<file path="src/rtl/qtr4_emu.sv">
// Quad QTR-RC sensor emulator: answers the host's charge pulse on each pin by
// holding the line high for a per-channel discharge time, counted in 10 us ticks.
module qtr4_ch (
    input  logic       clk,
    input  logic       rst_n,
    input  logic       en,
    input  logic       qs,
    input  logic       u10clk,
    input  logic [7:0] disc,
    output logic       arm,
    output logic       drv
);
    typedef enum logic [1:0] {IDLE, CHARGED, DISCH} state_t;
    state_t     state;
    logic [7:0] cnt;

    assign arm = (state == IDLE) && en && qs;

    always_ff @(posedge clk or negedge rst_n) begin
        if (!rst_n) begin
            state <= IDLE;
            cnt   <= 8'd0;
            drv   <= 1'b0;
        end else if (!en) begin
            state <= IDLE;
            drv   <= 1'b0;
        end else begin
            case (state)
                IDLE: if (qs) state <= CHARGED;
                CHARGED: if (!qs) begin
                    cnt <= 8'd0;
                    if (disc == 8'd0) state <= IDLE;
                    else begin
                        state <= DISCH;
                        drv   <= 1'b1;
                    end
                end
                // pin level is ignored here; only the tick count ends the drive
                DISCH: if (u10clk) begin
                    if ({1'b0, cnt} + 9'd1 >= {1'b0, disc}) begin
                        state <= IDLE;
                        drv   <= 1'b0;
                    end else begin
                        cnt <= cnt + 8'd1;
                    end
                end
                default: begin
                    state <= IDLE;
                    drv   <= 1'b0;
                end
            endcase
        end
    end
endmodule

module qtr4_emu #(
    parameter int NCH = 4
) (
    input  logic        clk,
    input  logic        rst_n,
    input  logic        rdwr,
    input  logic        strobe,
    input  logic [3:0]  our_addr,
    input  logic [11:0] addr,
    input  logic        busy_in,
    output logic        busy_out,
    input  logic        addr_match_in,
    output logic        addr_match_out,
    input  logic [7:0]  datin,
    output logic [7:0]  datout,
    input  logic        u10clk,
    input  logic [3:0]  q_in,
    output logic [3:0]  q_out,
    output logic [3:0]  q_oe
);
    logic                myaddr;
    logic [NCH-1:0][7:0] disc;
    logic [NCH-1:0]      enable;
    logic [7:0]          evcount;
    logic [NCH-1:0]      q_s1, qs, arm, drv;
    logic [7:0]          rdata;

    assign myaddr         = (addr[11:8] == our_addr) && (addr[7:3] == 5'd0);
    assign busy_out       = busy_in;
    assign addr_match_out = myaddr | addr_match_in;

    always_comb begin
        rdata = 8'h00;
        case (addr[2:0])
            3'd0, 3'd1, 3'd2, 3'd3: rdata = disc[addr[1:0]];
            3'd4:                   rdata = {4'h0, enable};
            3'd5:                   rdata = evcount;
            default:                rdata = 8'h00;
        endcase
    end

    assign datout = !myaddr ? datin : (strobe ? rdata : 8'h00);

    always_ff @(posedge clk or negedge rst_n) begin
        if (!rst_n) begin
            disc   <= '0;
            enable <= '0;
        end else if (strobe && myaddr && !rdwr) begin
            case (addr[2:0])
                3'd0, 3'd1, 3'd2, 3'd3: disc[addr[1:0]] <= datin;
                3'd4:                   enable <= datin[3:0];
                default: ;
            endcase
        end
    end

    // simultaneous arms on several channels are one event
    always_ff @(posedge clk or negedge rst_n) begin
        if (!rst_n) evcount <= 8'd0;
        else if (|arm) evcount <= evcount + 8'd1;
    end

    always_ff @(posedge clk or negedge rst_n) begin
        if (!rst_n) begin
            q_s1 <= '0;
            qs   <= '0;
        end else begin
            q_s1 <= q_in;
            qs   <= q_s1;
        end
    end

    for (genvar n = 0; n < NCH; n++) begin : g_ch
        qtr4_ch u_ch (
            .clk    (clk),
            .rst_n  (rst_n),
            .en     (enable[n]),
            .qs     (qs[n]),
            .u10clk (u10clk),
            .disc   (disc[n]),
            .arm    (arm[n]),
            .drv    (drv[n])
        );
    end

    assign q_out = drv;
    assign q_oe  = drv;
endmodule
</file>
<file path="config.mk">
export PLATFORM = sky130hd
export DESIGN_NAME = qtr4_emu
export DESIGN_NICKNAME = d
export VERILOG_FILES = /design/src/rtl/qtr4_emu.sv
export SDC_FILE = /design/constraint.sdc
export NUM_CORES = 1
export LEC_CHECK = 0
export ABC_AREA = 1
export ABC_CLOCK_PERIOD_IN_PS = 3900
export CORE_MARGIN = 3
export CORE_UTILIZATION = 39
export DETAILED_ROUTE_END_ITERATION = 8
export HOLD_SLACK_MARGIN = 0.05
export MAX_ROUTING_LAYER = met4
export RECOVER_POWER = 50
export SYNTH_ARGS = -nofsm -noshare
export SYNTH_HDL_FRONTEND = slang
export SYNTH_SLANG_ARGS = --single-unit
</file>
<file path="constraint.sdc">
create_clock -name clk -period 3.9 [get_ports clk]
set_clock_uncertainty 0.05 [all_clocks]
set_input_delay 1.17 -clock clk [delete_from_list [all_inputs] [get_ports clk]]
set_output_delay 1.17 -clock clk [all_outputs]
set_load 0.1 [all_outputs]
</file>
==> results summary, run 1 <==
The area of placed instances came out at 7101 um^2. The worst hold path belongs to the class reg -> reg. The library cell with the largest summed area after synthesis is sky130_fd_sc_hd__dfrtp_1.

The number of vias after detailed routing is 5508. The slowest cell on the critical path is sky130_fd_sc_hd__dlygate4sd2_1. The overall routing resource usage is 0.1911. The layer flagged by global routing as most heavily used is met2.

The worst path arrival time is 2.60 ns. The total negative setup slack came out at 0 ns. The H-tree generated during clock tree synthesis spans 3 levels. The most common library cell in the layout ignoring fill and taps is sky130_fd_sc_hd__nand2_1. Port buffering added 50 buffers. Ranked by total cell area, the synthesized netlist is headed by sky130_fd_sc_hd__dfrtp_1, sky130_fd_sc_hd__nand2_1, sky130_fd_sc_hd__inv_1. The met3 track demand over resource in global routing came out at 0.03446.

Traced cell by cell, the critical path runs through dlygate4sd2_1, nor2_2, inv_1, nor2_1, inv_1, o22ai_1, a21oi_2, o22ai_4, buf_12. Setup repair after global routing could not meet its margin everywhere. The clock net in this run drives a total of 96 sinks. The met1 track demand over resource in global routing is 0.2415.

The die covers 17280 um^2. Grouping stages by cell kind, the critical path spends the most delay in buffers and inverters. The number of antenna violations at the first check in global routing is 0. The mapped netlist covers 6140 um^2. The post-synthesis net count is 909. The total I/O pin count came out at 53. The combined buffer and inverter count along the critical path is 4. The critical path is of the in -> out type. The static leakage came out at 0.003922 uW. The type of element launching the critical path is an input pin.

The share of the yosys chip area belonging to registers came out at 0.3913. The final reports fail on capacitance limit, slew limit. Measured against its own limit, the worst slew margin works out to -0.7573. Hold repair after CTS inserted 0 buffers.

The mean instance size in the synthesized netlist is 7.335 um^2. TritonCTS built the clock tree. The count of routing violations after the opening detailed-route iteration is 367. The run finished, with violations left. The final clock period utilization by the worst path came out at 0.9787.

Global routing finished with a remaining overflow of 0. The slew at the pin with the worst max-slew slack came out at 2.636 ns. The clock tree buffer depth came out at 2. The post-detailed-route via-to-cell ratio is 4.887. Clock tree synthesis selected as its root buffer the cell sky130_fd_sc_hd__clkbuf_16. The top cell types in the final layout, fill and taps aside, are sky130_fd_sc_hd__nand2_1, sky130_fd_sc_hd__inv_1, sky130_fd_sc_hd__dfrtp_1.

The standard cell core area is 15310 um^2. The final weighted congestion in routability-driven placement is 0.8913. The total iterations of the first detailed-routing run came out at 5. The design area is 7546 um^2. Data on the critical path is required at its endpoint by 2.68 ns.

The global-route met2 utilization came out at 0.3129. OpenSTA, run right after detailed placement, puts the worst setup slack at -0.1670 ns. After technology mapping, the gate count stands at 837.

Entering global routing, the biggest net connects 45 pins. The antenna diode count is 0. STA classifies the critical path endpoint as an output port. For this configuration, the core starts out at a cell density of 0.4009. The first-pass GRT wire length came out at 26000 um. For the worst-skew pair, the clock arrives at the later sink with an insertion delay of 0.36 ns.

The die width came out at 131.5 um. Of the cells placed in the final design, the portion with a size suffix greater than 1 is 0.1124. In this run the remaining antenna-violating nets after routing total 0. The fraction of synthesized cell area taken by the top area cell type came out at 0.3913. The fmax came out at 262.0 MHz. The layout net count is 984.

The biggest cell delay along the critical path came out at 0.31 ns. The wire length per cell after detailed routing is 13.96 um. The number of placed instances with taps included is 1110. The number of synthesis warnings came out at 0. In the routed design, unresolved DRC markers number 0.

The minimum setup slack in the final design came out at 0.08310 ns. Measured along the y axis, the die boundary spans 131.5 um. The final hold violation count is 0. The clock transition time at the flip-flop clock pins of the worst setup and hold paths is 0.06 ns.

The CTS buffer count came out at 9. The row count is 45. The area growth from synthesis to layout came out at 22.91%. The finished layout holds 1127 standard cells, fillers aside. The max-slew violation count is 45. The minimum clock period after layout is 3.817 ns. Once detailed placement completed, the half-perimeter wirelength came to 11910 um. The total detailed-routing wirelength is 15730 um. The synthesized design contains 96 register bits.

The largest vdd supply drop is 223.2 uV. Setup violations remaining at the end of the flow were counted as 0. The via count of the first global-routing pass is 5208. The most numerous cell on the critical path is sky130_fd_sc_hd__inv_1. The total of max-cap violations is 1.

The number of different library cells used by synthesis comes to 35. The biggest fanout along the worst timing path came out at 5. The areal power density over the cells came out at 273.3 nW/um^2.
[logic make-up after synthesis]
kind of cell	Yosys count	share of synthesized area
compound gates	103	0.1054
xor+xnor	17	0.02425
fa+ha+maj	37	0.07540
buf+inv	157	0.1066
flops	96	0.3913
mux	1	0.001834
simple gates	426	0.2953
[flip-flops by register name, summed over array words and instances (netlist names)]
signal and count:
q_s1 4, g_ch.u_ch.cnt 32, disc 32, g_ch.u_ch.state 8
evcount 8, qs 4, enable 4, g_ch.u_ch.drv 4
[worst register-to-register path: stages (launching register included)]
cell,delay [ns]
sky130_fd_sc_hd__dfrtp_1,0.43
sky130_fd_sc_hd__ha_1,0.19
sky130_fd_sc_hd__nand2_1,0.05
sky130_fd_sc_hd__inv_1,0.08
sky130_fd_sc_hd__nand2_1,0.09
sky130_fd_sc_hd__nor2_1,0.16
sky130_fd_sc_hd__xor2_1,0.26
sky130_fd_sc_hd__ha_1,0.30
sky130_fd_sc_hd__a21oi_1,0.14
sky130_fd_sc_hd__nand2_1,0.07
sky130_fd_sc_hd__nand2_1,0.07
sky130_fd_sc_hd__nand3_1,0.06
sky130_fd_sc_hd__nand2_1,0.24
sky130_fd_sc_hd__nand2_1,0.27
sky130_fd_sc_hd__nand2_1,0.11
sky130_fd_sc_hd__nand2_1,0.06
[metrics by stage]
stage,utilization,power [uW],hold WS (ns)
finish,0.4927,2062,0.3015
global route,0.4927,2132,0.3155
CTS,0.4870,2086,0.3038
detailed placement,0.4636,1235,0.2881
global placement,0.4636,1233,0.2830
floorplan,-,1122,0.2812
[Yosys cell counts (all sizes together)]
library cell	n
nand2	238
inv	139
dfrtp	96
nor2	83
nand3	67
o21ai	48
ha	37
nor3	21
a21oi	16
o22ai	15
buf	14
nand4	12
xor2	12
xnor2	5
a22oi	4
a31oi	4
nand3b	4
o221ai	4
a211oi	3
a221oi	3
clkinv	3
o21a	3
o21bai	2
a21boi	1
clkbuf	1
mux2	1
or2	1
[area by class of cell]
| class | instances | area [um^2] |
|---|---|---|
| clock buffer | 10 | 239.0 |
| inverter | 142 | 538.0 |
| sequential | 96 | 2402 |
| tap | 211 | 264.0 |
| clock inverter | 5 | 31.28 |
| multi-input combinational | 584 | 3244 |
| timing repair buffer | 79 | 827.0 |
| fill | 1544 | 7769 |
[where the power goes]
part           total, uW  internal, uW  switching [uW]  leakage [uW]
sequential          1010          1010            7.70       0.00132
clock                842           445             397      0.000135
combinational        207          77.8             130       0.00247
total               2060          1530             534       0.00392
[per-layer routing]
layer / wire [um] / vias to the layer above
met4: 342 / 0
met2: 7585 / 99
li1: - / 2839
met3: 544 / 25
met5: 0 / -
met1: 7260 / 2545
[final timing paths]
path | startpoint | endpoint | slack [ns] | depth (start not counted)
worst max-delay path | addr[1] | datout[1] | 0.08 | 9
worst min-delay path | q_s1[0]$_DFF_PN0_ | qs[0]$_DFF_PN0_ | 0.30 | 0
worst max register to register | g_ch[1].u_ch.cnt[0]$_DFFE_PN0P_ | g_ch[1].u_ch.cnt[6]$_DFFE_PN0P_ | 1.16 | 15
worst min register to register | q_s1[0]$_DFF_PN0_ | qs[0]$_DFF_PN0_ | 0.30 | 0
max in group asynchronous | rst_n | q_s1[0]$_DFF_PN0_ | 0.62 | 2
min in group asynchronous | rst_n | g_ch[3].u_ch.cnt[2]$_DFFE_PN0P_ | 1.59 | 1
[repair_timing]
action	CTS	global route
pin swaps	5	18
setup buffers	0	1
endpoints found under the setup margin	9	9
resized for setup	18	33
cloned	1	0
Power figures use the tool's default switching activity.
==> inputs of run 2 (changes only) <==
--- a/config.mk
+++ b/config.mk
@@ -13,6 +13,7 @@
 export HOLD_SLACK_MARGIN = 0.05
 export MAX_ROUTING_LAYER = met4
 export RECOVER_POWER = 50
+export SKIP_LAST_GASP = 1
 export SYNTH_ARGS = -nofsm -noshare
 export SYNTH_HDL_FRONTEND = slang
 export SYNTH_SLANG_ARGS = --single-unit
==> run 2 against run 1 <==
Effect of this change: the flow still finishes with violations (capacitance limit, slew limit); combinational power is essentially flat; worst hold slack is the same; routed wire length grew 0.13%; final cell count is the same; maximum frequency is essentially flat; core utilization is the same; global-route usage is the same; critical path type unchanged; largest power group unchanged; highest routed layer unchanged.
==> results summary, run 2 (same netlist as run 1, synthesis figures left out) <==
The deepest level of the CTS H-tree is 3 (unchanged). The number of vias after detailed routing is 5501 (-0.13%). The clock latency on the worst-skew pair is 0.36 ns (about the same). The buffer type at the clock tree root is sky130_fd_sc_hd__clkbuf_16. The relative max-transition margin is -0.7469 (+0.01038). The wire length per cell after detailed routing came out at 13.98 um (+0.13%). The count of routing violations after the opening detailed-route iteration came out at 391 (+6.5%).

The total detailed-routing wirelength is 15750 um (+0.13%). The final weighted congestion in routability-driven placement is 0.8913 (unchanged). The run finished, with violations left. The total of max-cap violations is 1 (unchanged). The number of I/O port buffers came out at 50 (unchanged). The largest vdd supply drop was 223.3 uV (about the same). The standard cell core area came to 15310 um^2 (unchanged). The y dimension of the die came to 131.5 um (unchanged).

The total congestion overflow is 0 (unchanged). The total I/O pin count was 53 (unchanged). The total iterations of the first detailed-routing run came out at 5 (unchanged).

In the final layout, the registers with the most flip-flops are disc x32, g_ch.u_ch.cnt x32. The slowest stage of the critical path belongs to the cell sky130_fd_sc_hd__dlygate4sd2_1. The area growth from synthesis to layout is 22.91% (unchanged). The worst setup path is captured at an output port. The layout net count came out at 984 (unchanged). STA classifies the critical path startpoint as an input pin. The final worst hold slack is 0.3015 ns (unchanged). The class of the most critical hold timing path is reg -> reg. The largest net degree at the start of global routing is 45 (unchanged). The fmax came out at 261.8 MHz (about the same). The final-report setup violation count is 0 (unchanged). The number of buffers added to fix hold violations after cts came out at 0 (unchanged). The clock transition time at the flip-flop clock pins of the worst setup and hold paths is 0.06 ns (about the same).

The area of the die came out at 17280 um^2 (unchanged). The starting density of the core is 0.4009 (unchanged). The number of antenna-violating nets in the routed design came to 0 (unchanged). Setup repair after global routing could not meet its margin everywhere. The number of antenna violations at the first check in global routing came out at 0 (unchanged). The total of fill cells in the finished design is 1544 (unchanged).

The area of placed instances is 7101 um^2 (unchanged). The startpoint-to-endpoint class of the critical path is in -> out. The minimum clock period after layout came out at 3.819 ns (+0.002429 ns). The design area came out at 7546 um^2 (unchanged). The areal power density over the cells came out at 273.2 nW/um^2 (about the same). In the layout the commonest cells are sky130_fd_sc_hd__nand2_1, sky130_fd_sc_hd__inv_1, sky130_fd_sc_hd__dfrtp_1. The critical path goes through dlygate4sd2_1, nor2_2, inv_1, nor2_1, inv_1, o22ai_1, a21oi_2, o22ai_4, buf_12. The antenna diode count is 0 (unchanged). The die width came out at 131.5 um (unchanged).

The final standard cell count with taps included and fillers excluded came to 1127 (unchanged). The number of DRC violations after detailed routing came out at 0 (unchanged). The number of placed instances with taps included came to 1110 (unchanged).

The biggest fanout along the worst timing path is 5 (unchanged). The overall routing resource usage came out at 0.1911 (unchanged). The final standard cell utilization of the core is 0.4927 (unchanged). The most common library cell in the layout ignoring fill and taps is sky130_fd_sc_hd__nand2_1.

The fraction of layout instances using a drive strength above 1 is 0.1124 (unchanged). The total power draw came out at 2062 uW (about the same). The max-slew violation count came out at 45 (unchanged). The static leakage is 0.003922 uW (unchanged). The final hold violation count came to 0 (unchanged). The first-pass GRT wire length is 26000 um (unchanged). In this design, the largest share of critical-path delay is due to buffers and inverters. The worst path arrival time is 2.60 ns (about the same). The biggest cell delay along the critical path came to 0.31 ns (about the same). By instance count, the cell type seen most on the critical path is sky130_fd_sc_hd__inv_1.

The post-detailed-route via-to-cell ratio came out at 4.881 (-0.13%). The data required time of the worst path came out at 2.68 ns (about the same). The slew at the pin with the worst max-slew slack came out at 2.620 ns (-0.01557 ns). The final clock period utilization by the worst path is 0.9793 (about the same). The row count came out at 45 (unchanged).

The via count of the first global-routing pass is 5208 (unchanged). The CTS buffer count came out at 9 (unchanged). The final reports fail on capacitance limit, slew limit. The combined buffer and inverter count along the critical path came out at 4 (unchanged). The number of clock sinks was 96 (unchanged).

The placed wire-length estimate after detailed placement is 11910 um (unchanged). The clock tree buffer depth is 2 (unchanged). TritonCTS built the clock tree.
-- run 2: worst paths after layout --
| kind | to | cells past startpoint | slack, ns | start |
|---|---|---|---|---|
| setup / recovery | datout[1] | 9 | 0.08 | addr[1] |
| max in group asynchronous | q_s1[0]$_DFF_PN0_ | 2 | 0.64 | rst_n |
| min in group asynchronous | g_ch[3].u_ch.cnt[2]$_DFFE_PN0P_ | 1 | 1.58 | rst_n |
| hold / removal | qs[0]$_DFF_PN0_ | 0 | 0.30 | q_s1[0]$_DFF_PN0_ |
| setup reg to reg | g_ch[2].u_ch.cnt[7]$_DFFE_PN0P_ | 17 | 1.13 | g_ch[2].u_ch.cnt[0]$_DFFE_PN0P_ |
| hold reg to reg | qs[0]$_DFF_PN0_ | 0 | 0.30 | q_s1[0]$_DFF_PN0_ |
-- run 2: layout make-up --
class / instances / area [um^2] / share of cell area
clock buffers: 10 / 239.0 / 0.03167
multi-input cells: 584 / 3244 / 0.4299
clock inverters: 5 / 31.28 / 0.004145
repair buffers: 79 / 827.0 / 0.1096
flip-flops and latches: 96 / 2402 / 0.3184
inverters: 142 / 538.0 / 0.07130
well taps: 211 / 264.0 / 0.03499
-- run 2: metal layers --
metal | share of wire | global-route usage | up-vias | routed length (um)
li1 | - | - | 2838 | -
met1 | 0.46 | 0.2415 | 2543 | 7312
met2 | 0.48 | 0.3129 | 97 | 7554
met3 | 0.035 | 0.03446 | 23 | 549
met4 | 0.021 | 0.06068 | 0 | 337
met5 | 0 | - | - | 0
-- run 2: timing repair --
| action | 4_1_cts | 5_1_grt |
|---|---|---|
| endpoints found under the hold margin | 0 | 0 |
| setup buffers | 0 | 1 |
| pin swaps | 4 | 18 |
| endpoints found under the setup margin | 9 | 9 |
| cloned | 1 | 0 |
| gates resized for setup | 18 | 33 |
-- run 2: report_power, final --
| group | switching [uW] | total [uW] | internal, uW |
|---|---|---|---|
| combinational | 130 | 208 | 77.8 |
| clock | 396 | 841 | 445 |
| sequential | 7.72 | 1010 | 1010 |
| total | 533 | 2060 | 1530 |
-- run 2: stage by stage --
step	setup TNS, ns	setup WS [ns]
floorplan	-0.6583	-0.1088
global placement	-1.238	-0.1756
global route	-0.03441	-0.01878
CTS	-0.02341	-0.009286
detailed placement	-1.297	-0.1670
finish	0	0.08067
